### src/rtl/dac_sample_sched_if.sv
// Port-decoder/DMA side <-> DAC sample scheduler bundle.
// The master drives writes and controls; the slave returns the DAC value and FIFO status.
interface dac_sample_sched_if #(
    parameter int DEPTH = 16,
    parameter int DIV_W = 12
);
    logic [7:0]              din;
    logic                    fifo_wr;
    logic                    covox_wr;
    logic                    beeper_wr;
    logic                    beeper_mux;
    logic                    cfg_wr;
    logic [DIV_W-1:0]        cfg_div;
    logic                    play_en;
    logic                    underrun_clr;
    logic [7:0]              dac_val;
    logic                    dac_strobe;
    logic [$clog2(DEPTH):0]  fifo_level;
    logic                    fifo_full;
    logic                    fifo_empty;
    logic                    dreq;
    logic                    underrun;
    logic                    overflow;

    modport master (
        output din, fifo_wr, covox_wr, beeper_wr, beeper_mux, cfg_wr, cfg_div,
               play_en, underrun_clr,
        input  dac_val, dac_strobe, fifo_level, fifo_full, fifo_empty, dreq,
               underrun, overflow
    );

    modport slave (
        input  din, fifo_wr, covox_wr, beeper_wr, beeper_mux, cfg_wr, cfg_div,
               play_en, underrun_clr,
        output dac_val, dac_strobe, fifo_level, fifo_full, fifo_empty, dreq,
               underrun, overflow
    );
endinterface

### src/rtl/dac_sample_sched.sv
// Covox/beeper DAC sample scheduler: direct port writes in IDLE, FIFO playback
// paced by a programmable down-counter divider in PLAY.
//
// state | meaning
// IDLE  | direct covox/beeper writes drive the DAC value
// PRIME | playback requested, waiting for the FIFO to reach half full
// PLAY  | divider ticks pop FIFO samples into the DAC value
module dac_sample_sched #(
    parameter int DEPTH   = 16,
    parameter int DIV_W   = 12,
    parameter int DIV_RST = 634
) (
    input logic              clk,
    input logic              reset,
    dac_sample_sched_if.slave bus
);
    localparam int AW = $clog2(DEPTH);
    localparam int LW = AW + 1;

    typedef enum logic [1:0] {IDLE, PRIME, PLAY} state_t;

    state_t          state;
    logic [DIV_W-1:0] div;
    logic [DIV_W-1:0] cnt;
    logic [7:0]      dac_val;
    logic            dac_strobe;
    logic            underrun;
    logic            overflow;

    logic [7:0]      mem [DEPTH];
    logic [AW-1:0]   wr_ptr;
    logic [AW-1:0]   rd_ptr;
    logic [LW-1:0]   level;

    logic            full;
    logic            empty;
    logic            tick;
    logic            pop;
    logic            push;
    logic            beep_bit;

    assign full     = (level == LW'(DEPTH));
    assign empty    = (level == '0);
    assign tick     = (state == PLAY) && (cnt == '0);
    assign pop      = tick && !empty;
    // A pop in the same cycle frees the slot, so a push into a full FIFO still lands.
    assign push     = bus.fifo_wr && (!full || pop);
    assign beep_bit = bus.beeper_mux ? bus.din[3] : bus.din[4];

    always_ff @(posedge clk) begin
        if (reset) begin
            state      <= IDLE;
            div        <= DIV_W'(DIV_RST);
            cnt        <= DIV_W'(DIV_RST);
            dac_val    <= 8'h00;
            dac_strobe <= 1'b0;
            underrun   <= 1'b0;
            overflow   <= 1'b0;
        end else begin
            dac_strobe <= 1'b0;
            if (bus.cfg_wr)
                div <= bus.cfg_div;

            case (state)
                IDLE: begin
                    if (bus.covox_wr) begin
                        dac_val    <= bus.din;
                        dac_strobe <= 1'b1;
                    end else if (bus.beeper_wr) begin
                        dac_val    <= beep_bit ? 8'hFF : 8'h00;
                        dac_strobe <= 1'b1;
                    end
                    if (bus.play_en)
                        state <= PRIME;
                end
                PRIME: begin
                    if (!bus.play_en) begin
                        state <= IDLE;
                    end else if (level >= LW'(DEPTH / 2)) begin
                        state <= PLAY;
                        cnt   <= div;
                    end
                end
                PLAY: begin
                    if (!bus.play_en)
                        state <= IDLE;
                    // cfg_wr only lands here, so a new period starts at the next reload.
                    if (cnt == '0)
                        cnt <= div;
                    else
                        cnt <= cnt - DIV_W'(1);
                    if (pop) begin
                        dac_val    <= mem[rd_ptr];
                        dac_strobe <= 1'b1;
                    end
                end
                default: state <= IDLE;
            endcase

            if (bus.underrun_clr) begin
                underrun <= 1'b0;
                overflow <= 1'b0;
            end
            if (tick && empty)
                underrun <= 1'b1;
            if (bus.fifo_wr && full && !pop)
                overflow <= 1'b1;
        end
    end

    always_ff @(posedge clk) begin
        if (reset) begin
            wr_ptr <= '0;
            rd_ptr <= '0;
            level  <= '0;
        end else begin
            if (push)
                wr_ptr <= wr_ptr + AW'(1);
            if (pop)
                rd_ptr <= rd_ptr + AW'(1);
            case ({push, pop})
                2'b10:   level <= level + LW'(1);
                2'b01:   level <= level - LW'(1);
                default: level <= level;
            endcase
        end
    end

    // Sample storage needs no reset; the pointers define what is valid.
    always_ff @(posedge clk) begin
        if (push)
            mem[wr_ptr] <= bus.din;
    end

    assign bus.dac_val    = dac_val;
    assign bus.dac_strobe = dac_strobe;
    assign bus.fifo_level = level;
    assign bus.fifo_full  = full;
    assign bus.fifo_empty = empty;
    assign bus.dreq       = (state != IDLE) && (level < LW'(DEPTH / 2));
    assign bus.underrun   = underrun;
    assign bus.overflow   = overflow;
endmodule

### src/flat_wrapper.sv
// flat-port wrapper written by rule: the top's interface ports become plain ports
module dac_sample_sched_flat 
#(
    parameter int DEPTH   = 16,
    parameter int DIV_W   = 12,
    parameter int DIV_RST = 634
)
  (clk, reset, bus_din, bus_fifo_wr, bus_covox_wr, bus_beeper_wr, bus_beeper_mux, bus_cfg_wr, bus_cfg_div, bus_play_en, bus_underrun_clr, bus_dac_val, bus_dac_strobe, bus_fifo_level, bus_fifo_full, bus_fifo_empty, bus_dreq, bus_underrun, bus_overflow);
  dac_sample_sched_if #(.DEPTH(DEPTH), .DIV_W(DIV_W)) bus_i ();
  input logic clk;
  input logic reset;
  input wire logic [$bits(bus_i.din)-1:0] bus_din;
  input wire logic [$bits(bus_i.fifo_wr)-1:0] bus_fifo_wr;
  input wire logic [$bits(bus_i.covox_wr)-1:0] bus_covox_wr;
  input wire logic [$bits(bus_i.beeper_wr)-1:0] bus_beeper_wr;
  input wire logic [$bits(bus_i.beeper_mux)-1:0] bus_beeper_mux;
  input wire logic [$bits(bus_i.cfg_wr)-1:0] bus_cfg_wr;
  input wire logic [$bits(bus_i.cfg_div)-1:0] bus_cfg_div;
  input wire logic [$bits(bus_i.play_en)-1:0] bus_play_en;
  input wire logic [$bits(bus_i.underrun_clr)-1:0] bus_underrun_clr;
  output wire logic [$bits(bus_i.dac_val)-1:0] bus_dac_val;
  output wire logic [$bits(bus_i.dac_strobe)-1:0] bus_dac_strobe;
  output wire logic [$bits(bus_i.fifo_level)-1:0] bus_fifo_level;
  output wire logic [$bits(bus_i.fifo_full)-1:0] bus_fifo_full;
  output wire logic [$bits(bus_i.fifo_empty)-1:0] bus_fifo_empty;
  output wire logic [$bits(bus_i.dreq)-1:0] bus_dreq;
  output wire logic [$bits(bus_i.underrun)-1:0] bus_underrun;
  output wire logic [$bits(bus_i.overflow)-1:0] bus_overflow;
  assign bus_i.din = bus_din;
  assign bus_i.fifo_wr = bus_fifo_wr;
  assign bus_i.covox_wr = bus_covox_wr;
  assign bus_i.beeper_wr = bus_beeper_wr;
  assign bus_i.beeper_mux = bus_beeper_mux;
  assign bus_i.cfg_wr = bus_cfg_wr;
  assign bus_i.cfg_div = bus_cfg_div;
  assign bus_i.play_en = bus_play_en;
  assign bus_i.underrun_clr = bus_underrun_clr;
  assign bus_dac_val = bus_i.dac_val;
  assign bus_dac_strobe = bus_i.dac_strobe;
  assign bus_fifo_level = bus_i.fifo_level;
  assign bus_fifo_full = bus_i.fifo_full;
  assign bus_fifo_empty = bus_i.fifo_empty;
  assign bus_dreq = bus_i.dreq;
  assign bus_underrun = bus_i.underrun;
  assign bus_overflow = bus_i.overflow;
  dac_sample_sched #(.DEPTH(DEPTH), .DIV_W(DIV_W), .DIV_RST(DIV_RST)) u_core (.clk(clk), .reset(reset), .bus(bus_i));
endmodule
### config.mk
export PLATFORM = sky130hd
export DESIGN_NAME = dac_sample_sched_flat
export DESIGN_NICKNAME = d
export VERILOG_FILES = /design/src/rtl/dac_sample_sched_if.sv /design/src/rtl/dac_sample_sched.sv /design/src/flat_wrapper.sv
export SDC_FILE = /design/constraint.sdc
export NUM_CORES = 1
export LEC_CHECK = 0
export ABC_AREA = 1
export BUFFER_PORTS_ARGS = -buffer_cell sky130_fd_sc_hd__buf_2
export CORE_UTILIZATION = 47
export DETAILED_ROUTE_END_ITERATION = 10
export PLACE_DENSITY = 0.7
export SKIP_LAST_GASP = 1
export SLEW_MARGIN = 20
export SYNTH_ARGS = -nofsm -noshare
export SYNTH_HDL_FRONTEND = slang
export SYNTH_SLANG_ARGS = --single-unit
export TNS_END_PERCENT = 30
### constraint.sdc
create_clock -name clk -period 3.5 [get_ports clk]
set_input_delay 0.35 -clock clk [delete_from_list [all_inputs] [get_ports clk]]
set_output_delay 0.35 -clock clk [all_outputs]
set_load 0.01 [all_outputs]
Word level (Yosys, flattened, before mapping)
Memory sizes are Yosys's and may differ from the RTL's. A register that Yosys moved wholly into a read port is not among the register bits.
Cells that the tools add are included.

storage, ports and cells
  memories = 1
  bits in registers = 50
  bits in writable memories = 128

operators by class
  multiplexer cells = 27
  $add $sub $neg = 5
  order comparisons = 2
  reductions and logical operators = 23
  equality and inequality tests = 12

memories
  memory      depth  width  read ports  clocked after memory_dff  write ports  RTL line                text
  u_core.mem  16     8      1           1                         1            dac_sample_sched.sv:30  logic [7:0] mem [DEPTH];

operators by type and width
  operator                                                                      number
  12-bit two-way mux                                                            3
  8-bit two-way mux                                                             4
  12-bit case mux with 2 select lines                                           1
  8-bit case mux with 2 select lines                                            1
  12-bit logical NOT                                                            1
  2-bit nonzero test                                                            6
  12-bit by 1-bit subtractor with 12-bit output, second input constant          1
  5-bit case mux with 2 select lines                                            1
  1-bit two-way mux                                                             9
  3-bit AND reduction                                                           3
  4-bit by 1-bit adder with 4-bit output, second input constant                 2
  2-bit two-way mux                                                             4
  4-bit two-way mux                                                             2
  1-bit logical AND                                                             7
  2-bit inequality test, second input constant                                  3
  2-bit case mux with 3 select lines                                            1
  5-bit by 1-bit adder with 5-bit output, second input constant                 1
  5-bit equality test, second input constant                                    1
  5-bit by 4-bit >= comparator with 1-bit output, second input constant         1
  5-bit logical NOT                                                             1
  5-bit by 4-bit less-than comparator with 1-bit output, second input constant  1
  5-bit by 1-bit subtractor with 5-bit output, second input constant            1
  2-bit by 1-bit equality test with 1-bit output, second input constant         2
  2-bit equality test, second input constant                                    2
  other kinds (7)                                                               10

Longest topological paths before layout
  depth after elaboration = 7
  mapped depth = 18

Worst setup path before layout
Ideal clock, no wire load.

  path kind = register to register
  from = reg u_core.cnt[0]
  to = mem u_core.mem[11][0], enable pin
  buffers on the path = 0
  arrival time = 1.627 ns
  data required time = 3.130 ns
  slack = 1.503 ns
  clock period less this slack = 1.997 ns
  stages on the path, launching flop included = 11
  cells stage by stage = dfxtp_1 -> inv_1 -> ha_1 -> nand2_1 -> nor2_1 -> nand3_1 -> nand2_1 -> inv_2 -> nor2_4 -> nand2_1 -> nor2_1

on the way
  cells in the longest elaborated chain, start to end = 7

ends and longest elaborated chain
  item                                     RTL line                 text
  start, declared                          dac_sample_sched.sv:24   logic [DIV_W-1:0] cnt;
  start signal, assigned                   dac_sample_sched.sv:54   cnt <= DIV_W'(DIV_RST);
  start signal, assigned                   dac_sample_sched.sv:81   cnt <= div;
  start signal, assigned                   dac_sample_sched.sv:89   cnt <= div;
  12-bit logical NOT                       dac_sample_sched.sv:44   assign tick = (state == PLAY) && (cnt == '0);
  1-bit logical AND                        dac_sample_sched.sv:44
  1-bit logical AND                        dac_sample_sched.sv:45   assign pop = tick && !empty;
  1-bit logical OR                         dac_sample_sched.sv:47   assign push = bus.fifo_wr && (!full || pop);
  1-bit logical AND                        dac_sample_sched.sv:47
  1-bit two-way mux                        dac_sample_sched.sv:131  if (push)
  1-bit two-way mux (implied by the code)  dac_sample_sched.sv:132  mem[wr_ptr] <= bus.din;
  end, declared                            dac_sample_sched.sv:30

Every way passes these cells.

Worst setup path in the final report
  from = reg u_core.state[1]
  to = mem u_core.mem[7][3], enable pin

on the way
  cells in the longest elaborated chain, start to end = 7

ends and longest elaborated chain
  item                                     RTL line                 text
  start, declared                          dac_sample_sched.sv:22   state_t state;
  start signal, assigned                   dac_sample_sched.sv:52   state <= IDLE;
  start signal, assigned                   dac_sample_sched.sv:74   state <= PRIME;
  start signal, assigned                   dac_sample_sched.sv:78   state <= IDLE;
  2-bit equality test                      dac_sample_sched.sv:44
  1-bit logical AND                        dac_sample_sched.sv:44
  1-bit logical AND                        dac_sample_sched.sv:45
  1-bit logical OR                         dac_sample_sched.sv:47
  1-bit logical AND                        dac_sample_sched.sv:47
  1-bit two-way mux                        dac_sample_sched.sv:131
  1-bit two-way mux (implied by the code)  dac_sample_sched.sv:132

Every way passes these cells.

==> metrics <==
status finished clean; Post-Synth XOR/XNOR Area 0.00792; post-synthesis sequential area ratio 0.636; buffer type at the clock tree root clkbuf_16; Iter 0 DRT Violations 564; I/O Pins 48; maxcap violations 0; Final Util 0.548; total grt overflow 0; most frequent cells in the layout edfxtp_1 (128), nor2_1 (124), nand2_1 (97); clk_skew 11.0 ps; via count ~5,700; buffer count from post-CTS setup fixing 0; dominant cell type by area after synthesis edfxtp_1; pwr/cell area about 530 nW/um^2; leading cell type in the layout, fill and taps excluded edfxtp_1; DRT Wirelength 18.9 mm; CP Capture Type register; worst skew pair latency 430 ps; Seq cells post-synth 182; Post-Syn Nets 785; unique cell type count in the Yosys netlist 40; max-slew violations 0; crit-path most repeated cell nand2_1; CP Class register to register; max incr delay on CP about 700 ps; Initial Util 0.484; port bufs 47; multiplexer area fraction after synthesis 0.00259; ys async rst share 0; Synth area leaders edfxtp_1 (50%), dfxtp_1 (14%), o21ai_0 (6.1%), nor2_1 (6.0%), nand2_1 (4.7%); fin crit share 0.722; Slew @ Worst Pin 843 ps; first-pass GRT wire length ~30 mm; Syn Std Cell Area 7740 sq um; die footprint 17,000 sq um; R2R cell count 9; area grow syn2layout 13.3%; post-route design area between 8000 and 9000 sq um; hold path depth 3; routability cong. slightly above 0.9; final setup fails 0; Worst-path clk slew 70 ps; Die Height 130 um; CTS H-tree depth 4; CTS buffer count 17; ys flop type edfxtp_1; highest clock rate 396 MHz; Yosys warning count 0; post-synth top area share 0.497; CP arrival 2590 ps; setup TNS 0 ps; EDFF count, synth 128; placed instance area between 8000 and 9000 sq um; filler cell count in the final layout 1,400; post-synthesis compound-gate area fraction 0.146; crit-path cells inv_1 -> nor2_2 -> buf_4 -> nand3_1 -> nand2_1 -> inv_2 -> nor2_4 -> nand2_1 -> nor2_1; DRC Markers 0; Core Area 16,000 sq um; initial antenna violation count 0; hold path startpoint bus_cfg_div[1]; Clock Tree Buf Depth 2; TritonCTS clock tree built; reg2reg setup slack ~970 ps; wire length per cell ~19 um; vias in the first global route 5,435; post-synthesis adder-cell area fraction 0.0129; CTS resizes 0; Fin. Hold Viols 0; layout cell share with drive strength beyond 1 0.142; RSZ-0062 raised after global routing no; mean number of vias per cell 5.59; post-cts hold buffer count 0; Synth Instances around 750; Mean Syn Cell Area 10.3 sq um; RR Startpoint u_core.state[1]$_SDFFE_PP0P_; CP Launch Type register; dpl hpwl 12.2 mm; Max VDD drop around 350 uV; clock sinks ~180; largest family of logic cells by synthesized area simple AND/OR/NAND/NOR gates; # rows 46; Pleak 3.26 nW; Setup crit start u_core.state[1]$_SDFFE_PP0P_; die width approximately 130 um; Antenna Cells 0; Max transition margin 0.436; WP data required 3560 ps; Layout Nets 825; total track usage 0.237; drt first pass iters 6; CP Max Fanout 21; simple-gate share of the synthesized area 0.152; fin crit period ~2500 ps; Final ANT Viol Nets 0; CP max-delay cell nor2_1; largest net degree at the start of global routing between 60 and 70; Worst Hold Class primary input to register
[kinds of logic (layout without fill, tap and decap cells)]
group                      Yosys count  after routing
and+or+nand+nor                    267            267
AOI/OAI and AO/OA                  200            200
DFF                                182            182
buffers and inverters               82            135
adders and majority gates            8              8
xor gates and xnor gates             7              7
muxes                                2              2
[metal layers]
metal  GRT usage  vias to the layer above  share of wire
met1       0.286                     2686           0.40
li1            -                     2713              -
met4      0.0910                        0          0.028
met2       0.404                      241           0.50
met5           0                        -              0
met3      0.0615                       44          0.071
[through the flow]
step	hold slack, ps	setup slack (ps)	cells	power (mW)
floorplan	426	1500	748	2.58
global placement	440	1050	985	2.69
detailed placement	447	1020	985	2.70
CTS	121	984	1017	4.62
global route	128	747	1017	4.75
finish	131	973	1017	4.61
[final timing paths]
check                                  to
max reg2reg    u_core.mem[7][3]$_DFFE_PP_
min            u_core.div[1]$_SDFFE_PP1P_
max            u_core.mem[7][3]$_DFFE_PP_
min reg2reg  u_core.state[0]$_SDFFE_PP0P_
[registers in the layout (all words and copies together) (netlist names), named ones only]
signal / cells
u_core.bus.underrun: 1
u_core.mem: 128
u_core.bus.overflow: 1
u_core.cnt: 12
u_core.rd_ptr: 4
u_core.wr_ptr: 4
u_core.bus.dac_val: 8
u_core.bus.dac_strobe: 1
u_core.state: 2
u_core.div: 12
u_core.bus.fifo_level: 5
[cells in the mapped netlist (3+ instances only)]
cell type / count
o21ai_0: 95
edfxtp_1: 128
xnor2_1: 3
o221ai_1: 10
nor2_1: 124
o2111ai_1: 4
o211ai_1: 3
xor2_1: 4
inv_2: 7
buf_2: 6
nand3_1: 21
inv_1: 41
a32o_1: 8
o22ai_1: 15
nand3_2: 3
ha_1: 8
a21oi_1: 56
o21ai_1: 5
nor2_4: 6
dfxtp_1: 54
clkbuf_1: 24
nand2_1: 97
nand2_2: 4
[worst max-delay path, delay by kind of cell, from the launching register on]
kind,cells,cell delay (ps)
buffers and inverters,3,380
AND/OR/NAND/NOR,6,1430
flip-flops,1,340
[power breakdown]
part / internal, mW / switching, mW
clock: 1.08 / 0.872
combinational: 0.0819 / 0.184
sequential: 2.36 / 0.0321
[final cells by class]
type,instances,area (sq um),area share
flip-flops and latches,182,4930,0.562
multi-input cells,484,2490,0.284
clock buffers,17,425,0.0485
repair buffers,54,288,0.0328
well taps,216,270,0.0308
clock inverters,15,185,0.0211
inverters,49,184,0.0210
Note: power is estimated with default switching activity, not from simulation.
